### src/rtl/uart_pkg.sv
`default_nettype none
// ============================================================================
//  Module      : uart_pkg
//  Description : Shared definitions for the UART receiver: receive state
//                enumeration, default frame geometry and the idle line level.
//                The PARITY state exists only when UART_RX_PARITY_EN is
//                defined.
//  Revision    : 1.0  initial release
// ============================================================================
package uart_pkg;

    localparam int   c_OVERSAMPLE_DEF = 8;     // clk cycles per bit
    localparam int   c_DATA_WIDTH_DEF = 8;     // payload bits per frame
    localparam logic c_LINE_IDLE      = 1'b1;  // serial line level between frames

    typedef enum logic [2:0] {
        IDLE   = 3'd0,
        START  = 3'd1,
        DATA   = 3'd2,
`ifdef UART_RX_PARITY_EN
        PARITY = 3'd3,
`endif
        STOP   = 3'd4
    } uart_state_e;

endpackage : uart_pkg
`default_nettype wire

### src/rtl/uart_rx_sampler.sv
`default_nettype none
// ============================================================================
//  Module      : uart_rx_sampler
//  Description : Per-bit oversample counter, three-sample majority vote and
//                bit-end strobe for the UART receiver.
//  Ports       : clk, rst      clock / synchronous active-high reset
//                i_rx          serial line
//                i_start       idle line seen low this clk (count 0 of start)
//                i_busy        receiver is inside a frame
//                o_bit         voted bit value, valid at the bit-end strobe
//                o_bit_end     high on count OVERSAMPLE-1 of every bit
//  Revision    : 1.0  initial release
// ============================================================================
module uart_rx_sampler
    import uart_pkg::*;
#(
    parameter int OVERSAMPLE = c_OVERSAMPLE_DEF
) (
    input  logic clk,
    input  logic rst,
    input  logic i_rx,
    input  logic i_start,
    input  logic i_busy,
    output logic o_bit,
    output logic o_bit_end
);

    localparam int c_CNT_W = $clog2(OVERSAMPLE);
    localparam logic [c_CNT_W-1:0] c_CNT_LAST = c_CNT_W'(OVERSAMPLE - 1);
    localparam logic [c_CNT_W-1:0] c_S0       = c_CNT_W'(OVERSAMPLE / 2 - 1);
    localparam logic [c_CNT_W-1:0] c_S1       = c_CNT_W'(OVERSAMPLE / 2);
    localparam logic [c_CNT_W-1:0] c_S2       = c_CNT_W'(OVERSAMPLE / 2 + 1);

    logic [c_CNT_W-1:0] r_cnt;
    logic               r_s0;
    logic               r_s1;
    logic               r_vote;
    logic               w_vote_now;

    // Majority of the two stored samples and the live third one.
    assign w_vote_now = (r_s0 & r_s1) | (r_s0 & i_rx) | (r_s1 & i_rx);

    always_ff @(posedge clk) begin
        if (rst) begin
            r_cnt  <= '0;
            r_s0   <= 1'b0;
            r_s1   <= 1'b0;
            r_vote <= 1'b0;
        end else begin
            if (i_busy) begin
                r_cnt <= (r_cnt == c_CNT_LAST) ? '0 : r_cnt + 1'b1;
            end else if (i_start) begin
                // The detecting clk already was count 0 of the start bit.
                r_cnt <= c_CNT_W'(1);
            end else begin
                r_cnt <= '0;
            end
            if (i_busy && r_cnt == c_S0) r_s0   <= i_rx;
            if (i_busy && r_cnt == c_S1) r_s1   <= i_rx;
            if (i_busy && r_cnt == c_S2) r_vote <= w_vote_now;
        end
    end

    // With OVERSAMPLE=4 the last sample coincides with the bit end, so the
    // vote is forwarded combinationally on that count.
    assign o_bit     = (r_cnt == c_S2) ? w_vote_now : r_vote;
    assign o_bit_end = i_busy && (r_cnt == c_CNT_LAST);

endmodule : uart_rx_sampler
`default_nettype wire

### src/rtl/uart_rx.sv
`default_nettype none
// ============================================================================
//  Module      : uart_rx
//  Description : Oversampling UART receiver. Frame = start, DATA_WIDTH data
//                bits LSB first, optional parity bit, one stop bit.
//                Optional feature macro: UART_RX_PARITY_EN (adds the PARITY
//                state, the PAR_TYP input and parity_error logic).
//  Ports       : clk            OVERSAMPLE x baud clock
//                rst            synchronous active-high reset
//                RX_IN          serial line, idle high, pre-synchronized
//                PAR_TYP        1 = odd, 0 = even (parity build only)
//                P_DATA         last good received word
//                data_valid     one-clk pulse when P_DATA updates
//                framing_error  one-clk pulse, stop bit sampled low
//                parity_error   one-clk pulse, parity mismatch (0 if no parity)
//  Revision    : 1.0  initial release
// ============================================================================
module uart_rx
    import uart_pkg::*;
#(
    parameter int OVERSAMPLE = c_OVERSAMPLE_DEF,
    parameter int DATA_WIDTH = c_DATA_WIDTH_DEF
) (
    input  logic                  clk,
    input  logic                  rst,
    input  logic                  RX_IN,
`ifdef UART_RX_PARITY_EN
    input  logic                  PAR_TYP,
`endif
    output logic [DATA_WIDTH-1:0] P_DATA,
    output logic                  data_valid,
    output logic                  framing_error,
    output logic                  parity_error
);

    localparam int c_IDX_W = (DATA_WIDTH > 1) ? $clog2(DATA_WIDTH) : 1;
    localparam logic [c_IDX_W-1:0] c_IDX_LAST = c_IDX_W'(DATA_WIDTH - 1);

    uart_state_e           r_state;
    uart_state_e           w_state_nxt;
    logic [c_IDX_W-1:0]    r_idx;
    logic [DATA_WIDTH-1:0] r_shift;
    logic [DATA_WIDTH-1:0] r_p_data;
    logic [DATA_WIDTH:0]   w_shift_in;
    logic                  r_pend;      // stop bit just ended, report next clk
    logic                  r_stop_ok;
    logic                  r_par_ok;
    logic                  r_dv;
    logic                  r_ferr;
    logic                  w_par_ok;
    logic                  w_start;
    logic                  w_busy;
    logic                  w_bit;
    logic                  w_bit_end;

    assign w_busy  = (r_state != IDLE);
    assign w_start = (r_state == IDLE) && (RX_IN != c_LINE_IDLE);

    uart_rx_sampler #(
        .OVERSAMPLE (OVERSAMPLE)
    ) u_sampler (
        .clk       (clk),
        .rst       (rst),
        .i_rx      (RX_IN),
        .i_start   (w_start),
        .i_busy    (w_busy),
        .o_bit     (w_bit),
        .o_bit_end (w_bit_end)
    );

    always_ff @(posedge clk) begin
        if (rst) r_state <= IDLE;
        else     r_state <= w_state_nxt;
    end

    always_comb begin
        w_state_nxt = r_state;
        case (r_state)
            IDLE:  if (w_start) w_state_nxt = START;
            // A start bit that votes high was a glitch.
            START: if (w_bit_end) w_state_nxt = w_bit ? IDLE : DATA;
            DATA:  if (w_bit_end && r_idx == c_IDX_LAST) begin
`ifdef UART_RX_PARITY_EN
                       w_state_nxt = PARITY;
`else
                       w_state_nxt = STOP;
`endif
                   end
`ifdef UART_RX_PARITY_EN
            PARITY: if (w_bit_end) w_state_nxt = STOP;
`endif
            STOP:  if (w_bit_end) w_state_nxt = IDLE;
            default: w_state_nxt = IDLE;
        endcase
    end

    assign w_shift_in = {w_bit, r_shift};

`ifdef UART_RX_PARITY_EN
    logic r_par_bit;
    logic r_perr;

    // Received parity bit must equal XOR of data, inverted for odd parity.
    assign w_par_ok = (r_par_bit == (^r_shift ^ PAR_TYP));

    always_ff @(posedge clk) begin
        if (rst) begin
            r_par_bit <= 1'b0;
            r_perr    <= 1'b0;
        end else begin
            if (r_state == PARITY && w_bit_end) r_par_bit <= w_bit;
            r_perr <= r_pend & ~r_par_ok;
        end
    end

    assign parity_error = r_perr;
`else
    assign w_par_ok     = 1'b1;
    assign parity_error = 1'b0;
`endif

    always_ff @(posedge clk) begin
        if (rst) begin
            r_idx     <= '0;
            r_shift   <= '0;
            r_pend    <= 1'b0;
            r_stop_ok <= 1'b0;
            r_par_ok  <= 1'b0;
            r_p_data  <= '0;
            r_dv      <= 1'b0;
            r_ferr    <= 1'b0;
        end else begin
            r_pend <= 1'b0;
            if (r_state == DATA && w_bit_end) begin
                r_shift <= w_shift_in[DATA_WIDTH:1];
                r_idx   <= (r_idx == c_IDX_LAST) ? '0 : r_idx + 1'b1;
            end
            if (r_state == STOP && w_bit_end) begin
                r_pend    <= 1'b1;
                r_stop_ok <= w_bit;
                r_par_ok  <= w_par_ok;
            end
            r_dv   <= r_pend & r_stop_ok & r_par_ok;
            r_ferr <= r_pend & ~r_stop_ok;
            if (r_pend && r_stop_ok && r_par_ok) r_p_data <= r_shift;
        end
    end

    assign P_DATA        = r_p_data;
    assign data_valid    = r_dv;
    assign framing_error = r_ferr;

endmodule : uart_rx
`default_nettype wire

### config.mk
export PLATFORM = sky130hd
export DESIGN_NAME = uart_rx
export DESIGN_NICKNAME = d
export VERILOG_FILES = /design/src/rtl/uart_pkg.sv /design/src/rtl/uart_rx_sampler.sv /design/src/rtl/uart_rx.sv
export SDC_FILE = /design/constraint.sdc
export NUM_CORES = 1
export LEC_CHECK = 0
export CAP_MARGIN = 20
export CORE_UTILIZATION = 35
export CTS_CLUSTER_DIAMETER = 40
export CTS_CLUSTER_SIZE = 12
export DETAILED_ROUTE_END_ITERATION = 8
export HOLD_SLACK_MARGIN = 0.06
export PLACE_DENSITY = 0.59
export SETUP_SLACK_MARGIN = 0.05
export SYNTH_ARGS = -nofsm -noshare
export SYNTH_HDL_FRONTEND = slang
export SYNTH_SLANG_ARGS = --single-unit
### constraint.sdc
create_clock -name clk -period 1.6 [get_ports clk]
set_clock_uncertainty 0.15 [all_clocks]
set_input_delay 0.48 -clock clk [delete_from_list [all_inputs] [get_ports clk]]
set_output_delay 0.48 -clock clk [all_outputs]
set_load 0.05 [all_outputs]
==> impl_metrics.py, run 1 <==
metrics = {
    "status": {
        "outcome": "finished clean",
    },
    "critical_path": {
        "worstPathArrival_ps": 1560,
        "critPathLaunchType": "register",
        "end_kind": "register",
        "reg2reg_to": "r_state[1]",
        "crit_path_max_fanout": 7,
        "crit_type": "reg -> reg",
        "r2r-start": "u_sampler.r_cnt[0]",
        "r2r_slack_ps": 70,
        "ff2ff_path_depth": 6,
        "required_ps": 1630,
    },
    "sta": {
        "hold_violations": 0,
        "finalSetupTns_ps": 0,
        "maxSlewViolCount": 0,
        "period_share_pct": 95.75,
        "hold_slack_ps": 303.7,
        "finalWorstSetupSlack_ps": 67.92,
        "grt_setup_unrepaired": "true",
        "timing.fmax_mhz": 652.7,
        "min_period_ps": 1532,
        "setup_viol": 0,
    },
    "cts": {
        "clk_pin_slew_worst_paths_ps": 60,
        "clock_latency_ps": 280,
        "ctsRootBufferMaster": "clkbuf_8",
        "cts_buffers": 5,
        "cts_max_path_buffers": 2,
        "cts_tree": "yes",
        "cts_max_level": 2,
        "cts_sinks": 33,
    },
    "synth": {
        "synth_edf_count": 0,
        "synth_cell_types": 38,
        "ys_seq_area_share_pct": 47.57,
        "async_flop_share_pct": 0,
        "synth_area_um2": 1389,
        "syn-num-nets": 169,
        "synthCells": 159,
        "synth_top_area_cell": "dfxtp_1",
        "netlist_top_cells_count": "nand2_1 (37), dfxtp_1 (33), a21oi_1 (20), nor2_1 (11), ha_1 (7)",
        "yosysMostFrequentCell": "nand2_1",
        "synth_top_area_share_pct": 47.57,
        "synthFlopType": "dfxtp_1",
        "synth_area_leaders": "dfxtp_1 (48%), nand2_1 (10%), a21oi_1 (7.2%), ha_1 (6.3%), nor2_1 (3.0%)",
        "avgSynthCellArea_um2": 8.735,
        "ys_ff_latch": 33,
        "yosysWarnings": 0,
    },
    "finish": {
        "layout-drive-gt1-share_pct": 27.47,
        "synthToLayoutAreaGrowth_pct": 33.69,
        "fin_nets": 191,
        "num_antenna_cells": 0,
        "instances_no_fill": 230,
        "fillerInstances": 367,
    },
    "flow_run": {
        "maxCapViolCount": 0,
    },
    "floorplan": {
        "die_y_um": 64.99,
        "dieWidth_um": 64.99,
        "core-area_um2": 3744,
        "initial_utilization_pct": 37.10,
        "die_area_um2": 4224,
        "rows": 22,
        "io-pin-count": 14,
    },
    "power_and_ir_drop": {
        "finalPower_mw": 1.562,
        "seqPwrFrac_pct": 54.6,
        "p_per_area_nw_per_um2": 841.2,
        "power_frac_comb_pct": 7.7,
        "intPower_mw": 1.193,
        "leakage_nw": 0.6902,
        "clkPwrFrac_pct": 37.7,
        "switchingPower_mw": 0.3685,
        "switching_share_pct": 23.59,
        "ir_drop_mv": 0.3093,
    },
    "detailed_routing": {
        "postRouteWirelength_um": 2722,
        "m1WireLength_um": 1147,
        "dr_wl_met3_um": 95,
        "top_layer": "met4",
        "vias_per_cell": 4.857,
        "drt_iter0_drc": 59,
        "vias": 1117,
        "ant_nets": 0,
        "wl_per_cell_um": 11.83,
        "drc": 0,
        "dr.pass1.iters": 4,
        "wl_met2_um": 1410,
    },
    "placement": {
        "placement.setup.worst_slack_ps": -301.7,
        "placed_cells": 220,
        "place.gp.congestion": 0.7591,
        "port_buffers": 12,
        "dp_hpwl_um": 1902,
    },
    "min_path": {
        "hold_path_depth": 2,
        "min_from": "r_shift[0]",
        "hold_path_class": "reg -> reg",
        "hold-path-endpoint": "P_DATA[0]",
    },
    "grt": {
        "grt_pass1_wl_um": 4788,
        "grt_overflow": 0,
        "antenna_found_initial": 0,
        "grtUsageTotal_pct": 15.36,
        "grt_pass1_vias": 1106,
        "grt_max_degree": 21,
    },
}
## power groups by stage
stage / Combinational [mW] / Clock (mW) / Sequential (mW)
floorplan: 0.0912 / 0 / 0.858
global placement: 0.102 / 0 / 0.868
detailed placement: 0.105 / 0 / 0.871
CTS: 0.109 / 0.610 / 0.852
global route: 0.135 / 0.645 / 0.853
finish: 0.121 / 0.588 / 0.853
## how the worst max path moves through the flow
stage	start	end
detailed placement	RX_IN	r_stop_ok
global placement	RX_IN	r_shift[7]
floorplan	u_sampler.r_cnt[0]	r_state[1]
finish	u_sampler.r_cnt[0]	r_state[1]
global route	u_sampler.r_cnt[0]	r_state[1]
CTS	u_sampler.r_cnt[0]	r_state[1]
## metal layers
metal	track usage (%)	vias up
li1	-	577
met2	28.13	17
met4	8.333	0
met5	0	-
met3	4.754	5
met1	15.19	518
## layout by cell type (no fill, tap or decap), types with 2 or more instances in the layout
cell              n
nand2_1          37
dfxtp_1          29
a21oi_1          20
buf_4            13
nor2_1           10
buf_12           10
clkbuf_8          5
inv_1             4
ha_1              4
nand3_1           3
mux2i_1           3
dfxtp_2           3
and3_1            2
o21ai_2           2
nor2b_1           2
nor3_1            2
o21ai_1           2
ha_4              2
clkinv_2          2
clkdlybuf4s50_1   2
## worst max-delay path, cell delays in order (launching register included)
cell and delay (ps):
dfxtp_4 350, ha_4 170, ha_4 180, nor2_4 130, o21ai_2 80, and4_1 180, a32o_1 190
## repair_timing
item                       CTS  global route
gates cloned                 0             0
buffers inserted             0             2
hold buffers                 0             0
pin swaps                    1             4
setup endpoints to repair   12            13
resized for setup            7             8
## metrics by stage
step,util [%],cell area (µm²)
5_1_grt,49.60,1857
2_1_floorplan,-,1419
4_1_cts,48.60,1819
6_report,49.60,1857
3_3_place_gp,45.76,1713
3_5_place_dp,45.76,1713
## flip-flops by register name (all words and copies together), names as in the netlist
| signal | flops |
|---|---|
| r_pend | 1 |
| r_shift | 8 |
| r_idx | 3 |
| data_valid | 1 |
| u_sampler.r_cnt | 3 |
| P_DATA | 8 |
| u_sampler.r_s1 | 1 |
| r_stop_ok | 1 |
| u_sampler.r_s0 | 1 |
| framing_error | 1 |
| r_state | 3 |
| u_sampler.r_vote | 1 |
| r_par_ok | 1 |
## final cells by class
cell class | instances | area (µm²) | area share (%)
clock buffers | 6 | 72.57 | 3.908
clock inverters | 2 | 10.01 | 0.5391
inverters | 4 | 15.01 | 0.8086
multi-input cells | 112 | 713.2 | 38.41
flip-flops and latches | 33 | 668.1 | 35.98
well taps | 48 | 60.06 | 3.235
repair buffers | 25 | 317.8 | 17.12
## logic make-up (layout without fill, tap and decap cells)
group / Yosys count / count (layout) / synth area share (%)
adders and majority gates: 8 / 8 / 7.027
AOI/OAI and AO/OA: 28 / 28 / 11.17
DFF: 33 / 33 / 47.57
buffers and inverters: 14 / 37 / 5.585
and+or+nand+nor: 71 / 71 / 25.50
muxes: 4 / 4 / 2.883
other: 1 / 1 / 0.2700
Power figures use the tool's default switching activity.
==> run 2, diff against run 1 <==
--- a/config.mk
+++ b/config.mk
@@ -10,6 +10,7 @@
 export CTS_CLUSTER_DIAMETER = 40
 export CTS_CLUSTER_SIZE = 12
 export DETAILED_ROUTE_END_ITERATION = 8
+export GPL_ROUTABILITY_DRIVEN = 0
 export HOLD_SLACK_MARGIN = 0.06
 export PLACE_DENSITY = 0.59
 export SETUP_SLACK_MARGIN = 0.05
==> results of run 2 <==
The final DEF is identical to that of run 1; final timing and power are the same.
==> run 3, diff against run 2 <==
--- a/config.mk
+++ b/config.mk
@@ -6,14 +6,15 @@
 export NUM_CORES = 1
 export LEC_CHECK = 0
 export CAP_MARGIN = 20
-export CORE_UTILIZATION = 35
+export CORE_UTILIZATION = 40
 export CTS_CLUSTER_DIAMETER = 40
 export CTS_CLUSTER_SIZE = 12
 export DETAILED_ROUTE_END_ITERATION = 8
 export GPL_ROUTABILITY_DRIVEN = 0
 export HOLD_SLACK_MARGIN = 0.06
-export PLACE_DENSITY = 0.59
+export PLACE_DENSITY = 0.66
 export SETUP_SLACK_MARGIN = 0.05
+export SLEW_MARGIN = 40
 export SYNTH_ARGS = -nofsm -noshare
 export SYNTH_HDL_FRONTEND = slang
 export SYNTH_SLANG_ARGS = --single-unit
==> impl_metrics.py, run 3 (same netlist as run 1, synthesis figures left out) <==
metrics = {
    "critical_path": {
        "crit_path_max_fanout": 7,
        "critPathLaunchType": "register",
        "end_kind": "register",
        "critPathMaxStageDelay_ps": 370,
        "slowest_stage": "dfxtp_4",
        "crit_path_frequent_cell": "ha_4",
        "crit_family": "flip-flops",
        "worstPathArrival_ps": 1620,
        "cp.depth": 6,
        "worstPathCellList": "ha_4 > ha_4 > nor2_4 > o21ai_2 > and4_1 > a32o_1",
        "crit_buf_inv": 0,
        "ff2ff_path_depth": 6,
        "required_ps": 1690,
        "crit_type": "reg -> reg",
    },
    "placement": {
        "port_buffers": 12,
        "dp_hpwl_um": 1760,
        "placement.setup.worst_slack_ps": -280.1,
    },
    "grt": {
        "antenna_found_initial": 0,
        "grtUsageTotal_pct": 14.58,
        "grt_max_degree": 20,
        "grt_pass1_vias": 892,
        "grt_pass1_wl_um": 3815,
        "grt_overflow": 0,
    },
    "finish": {
        "synthToLayoutAreaGrowth_pct": 32.16,
        "fillerInstances": 317,
        "final_cell_mix": "nand2_1 (37), dfxtp_1 (26), a21oi_1 (20)",
        "final_common_cell": "nand2_1",
        "num_antenna_cells": 0,
        "fin_nets": 188,
        "layout-drive-gt1-share_pct": 26.26,
        "utilization_pct": 55.01,
    },
    "sta": {
        "finalSetupTns_ps": 0,
        "timing.fmax_mhz": 653.9,
        "grt_setup_unrepaired": "true",
        "setup_viol": 0,
        "finalWorstSetupSlack_ps": 70.61,
        "hold_violations": 0,
        "period_share_pct": 95.59,
        "min_period_ps": 1529,
        "maxSlewViolCount": 0,
    },
    "cts": {
        "cts_buffers": 5,
        "cts_tree": "yes",
        "cts_max_level": 2,
        "clock_latency_ps": 340,
        "cts_max_path_buffers": 2,
        "ctsRootBufferMaster": "clkbuf_4",
        "cts_sinks": 33,
        "clk_pin_slew_worst_paths_ps": 110,
    },
    "min_path": {
        "hold_path_depth": 2,
        "hold_path_class": "reg -> reg",
    },
    "detailed_routing": {
        "dr.pass1.iters": 4,
        "wl_per_cell_um": 10.89,
        "postRouteWirelength_um": 2450,
        "vias": 1119,
        "drc": 0,
        "ant_nets": 0,
        "drt_iter0_drc": 40,
        "vias_per_cell": 4.973,
    },
    "power_and_ir_drop": {
        "finalPower_mw": 1.736,
        "ir_drop_mv": 0.4939,
        "p_per_area_nw_per_um2": 945.7,
        "leakage_nw": 0.6895,
    },
    "floorplan": {
        "core-area_um2": 3337,
        "dieWidth_um": 60.93,
        "initial_utilization_pct": 41.62,
        "io-pin-count": 14,
        "rows": 21,
        "die_y_um": 60.93,
        "die_area_um2": 3712,
    },
    "status": {
        "outcome": "finished clean",
    },
    "flow_run": {
        "maxCapViolCount": 0,
    },
}
-- run 3: routing by layer --
layer / vias to the layer above / GRT usage (%) / share of wire, % / wire (µm)
met1: 520 / 17.12 / 46 / 1134
met2: 24 / 22.92 / 47 / 1160
met4: 0 / 5.844 / 1.8 / 45
met3: 5 / 7.036 / 4.4 / 109
li1: 570 / - / - / -
met5: - / 0 / 0 / 0
-- run 3: stage by stage --
stage / hold WS [ps] / cells / area (µm²)
final: 306.9 / 225 / 1836
after global placement: 296.5 / 216 / 1695
after floorplan: 282.2 / 159 / 1419
after global routing: 329.3 / 225 / 1836
after detailed placement: 298.4 / 216 / 1695
after CTS: 314.1 / 225 / 1819
-- run 3: where the power goes --
group          switching (mW)  total, mW  internal, mW
clock network           0.289      0.773         0.484
logic                  0.0602      0.113        0.0527
registers              0.0175      0.850         0.832
-- run 3: worst paths after layout --
kind                      startpoint         end  slack (ps)
setup / recovery  u_sampler.r_cnt[0]  r_state[1]          70
hold / removal            r_shift[0]   P_DATA[0]         310
setup reg to reg  u_sampler.r_cnt[0]  r_state[1]          70
hold reg to reg           r_shift[0]   P_DATA[0]         310
-- run 3: layout make-up --
class	count	area [µm²]	share of cell area, %
multi-input cells	112	693.2	37.76
flip-flops and latches	33	671.9	36.61
repair buffers	22	295.3	16.09
clock inverters	3	65.06	3.545
well taps	46	57.56	3.136
clock buffers	5	37.54	2.045
inverters	4	15.01	0.8180
-- run 3: worst min-delay path: cells and delay by family, from the launching register on --
family / cells / cell delay [ps]
simple gates: 1 / 50
flops: 1 / 330
compound gates: 1 / 50
-- run 3: repair_timing --
item	in CTS	in global routing
setup buffers	1	0
pin swaps	0	5
hold endpoints to repair	0	0
endpoints found under the setup margin	11	6
hold buffers	0	0
resized for setup	3	9
==> variant (flow settings as in run 3) <==
`c_DATA_WIDTH_DEF`: 8 -> 4.
--- a/src/rtl/uart_pkg.sv
+++ b/src/rtl/uart_pkg.sv
@@ -10,7 +10,7 @@
 package uart_pkg;
 
     localparam int   c_OVERSAMPLE_DEF = 8;     // clk cycles per bit
-    localparam int   c_DATA_WIDTH_DEF = 8;     // payload bits per frame
+    localparam int   c_DATA_WIDTH_DEF = 4;     // payload bits per frame
     localparam logic c_LINE_IDLE      = 1'b1;  // serial line level between frames
 
     typedef enum logic [2:0] {
Ports: changed (resized P_DATA); port bits go from 14 to 10. No check against the original RTL was run, so the function may have changed too.
==> variant against run 3 <==
  * Total power down 43%
  * Sequential share of layout area decreased by 0.22 points
  * Sequential cell count down 9
  * Sequential power shrank 28%
  * Via count down 32%
  * Die area is 25% lower
  * Count of clock-buffer cells in the layout shrank 1
  * Area after synthesis decreased by 26%
  * Wire length fell by 29%
  * Worst setup slack hardly changed
  * Final area fell by 27%
  * Combinational power down 55%
  * Non-clock buffer count fell by 6
  * Largest power group unchanged
==> variant: results (changes against run 3) <==
----------------------------------------------------
[Status]
  Status ... finished, final reports clean

[Worst setup path]
  Reg-to-Reg End ... r_shift[3]$_SDFFE_PP0P_
  Crit-path leading delay family ... simple AND/OR/NAND/NOR gates
  Slowest stage delay, CP ... 400 ps (+30 ps)
  Max Fanout on Critical Path ... 8 (+1)

[GRT]
  Global Route met1 Usage ... 0.170 (-0.00136)
  Number of global-route vias before repair ... 679 (-24%)
  Met2 demand-to-capacity share in global routing ... 0.259 (+0.0303)
  GRT Overall Usage ... 0.145 (-0.000662)
  Met3 usage in global routing ... 0.0261 (-0.0443)
  Global-route wire length before repair ... 2970 um (-22%)
  Maximum number of pins on one net before global-route repair ... 15 (-25%)

[Route]
  Wl on met1 ... 776 um (-32%)
  Length of routed met3 wiring ... 45 um (-59%)
  Overall via count from detail_route ... 762 (-32%)
  Detailed-route wire length ... 1750 um (-29%)
  First DRT Iteration DRCs ... 8 (-80%)
  Routed met2 length ... 912 um (-21%)

[STA]
  Smallest hold slack ... 315 ps (+7.76 ps)

[Clock tree]
  Number of CTS-inserted buffers ... 3 (-2)
  Clock transition at the registers of the reported paths ... 130 ps (+20 ps)
  Clock insertion delay at the later pin of the skew report ... 310 ps (-30 ps)
  Deepest level of the CTS H-tree ... 1 (-1)
  Post-CTS setup buffer count ... 2 (+1)
  Post-cts sizing count ... 3 (unchanged)

[Synthesis]
  Synth top cells by count ... sky130_fd_sc_hd__dfxtp_1, sky130_fd_sc_hd__nor2_1, sky130_fd_sc_hd__mux2i_1, sky130_fd_sc_hd__ha_1
  Complex-gate fraction of the synthesized area ... 0.0949 (-0.0168)
  Count of distinct cell types in the synthesized netlist ... 35 (-7.9%)
  Share of cell area taken by muxes after synthesis ... 0.0985 (+0.0697)
  Top cells by area in the synthesized netlist ... sky130_fd_sc_hd__dfxtp_1, sky130_fd_sc_hd__mux2i_1, sky130_fd_sc_hd__ha_1, sky130_fd_sc_hd__nor2_1, sky130_fd_sc_hd__or3b_1
  Sequential area share after synthesis ... 0.467 (-0.00852)
  Nets in the synthesized netlist ... 111 (-34%)
  Arithmetic-cell share of the synthesized area counting full adders, half adders and majority gates ... 0.0839 (+0.0137)

[Placed design]
  Detailed-placement wirelength estimate ... 1240 um (-29%)
  Placement Cell Area ... 0.00124 mm2 (-27%)
  Port-buffer cells ... 8 (-4)

[Min path]
  Hold Path Sink ... framing_error$_SDFF_PP0_
  Hold Path Depth ... 1 (-1)
  Hold Path Origin ... r_stop_ok$_SDFFE_PP0P_

[Layout]
  Number of fill cells ... 215 (-32%)
  Final net count ... 126 (-33%)
  Layout cell share with drive strength beyond 1 ... 0.267 (+0.00467)

[Die]
  Floorplan row count ... 18 (-14%)

[Pwr]
  P_leak ... 0.553 nW (-20%)
  IR drop worst, VDD ... 0.448 mV (-9.3%)

----------------------------------------------------
## variant: changes by cell type after synthesis, sizes merged, moves of 5 or more
cell	delta
dfxtp	-9
mux2i	+5
nand2	-33
a21oi	-17
## variant: area by class of cell
cell class / instances / area [um2] / area share
Multi-Input combinational cell: 69 / 563 / 0.421
Clock buffer: 4 / 36.3 / 0.0271
Sequential cell: 24 / 487 / 0.364
Timing Repair Buffer: 16 / 203 / 0.152
Tap cell: 30 / 37.5 / 0.0281
Inverter: 3 / 11.3 / 0.00842
## variant: where the power goes
group          total (mW)  switching [mW]  leakage, nW  internal [mW]
logic              0.0505          0.0282        0.336         0.0223
registers           0.611         0.00812        0.195          0.603
clock network       0.320           0.181       0.0210          0.139
## variant: metrics by stage
step,instances,power (mW),worst slack (ps)
floorplan,102,0.656,5.34
CTS,145,0.991,65.2
global placement,139,0.672,-388
global route,146,1.01,-3.29
finish,146,0.981,71.0
detailed placement,139,0.673,-400
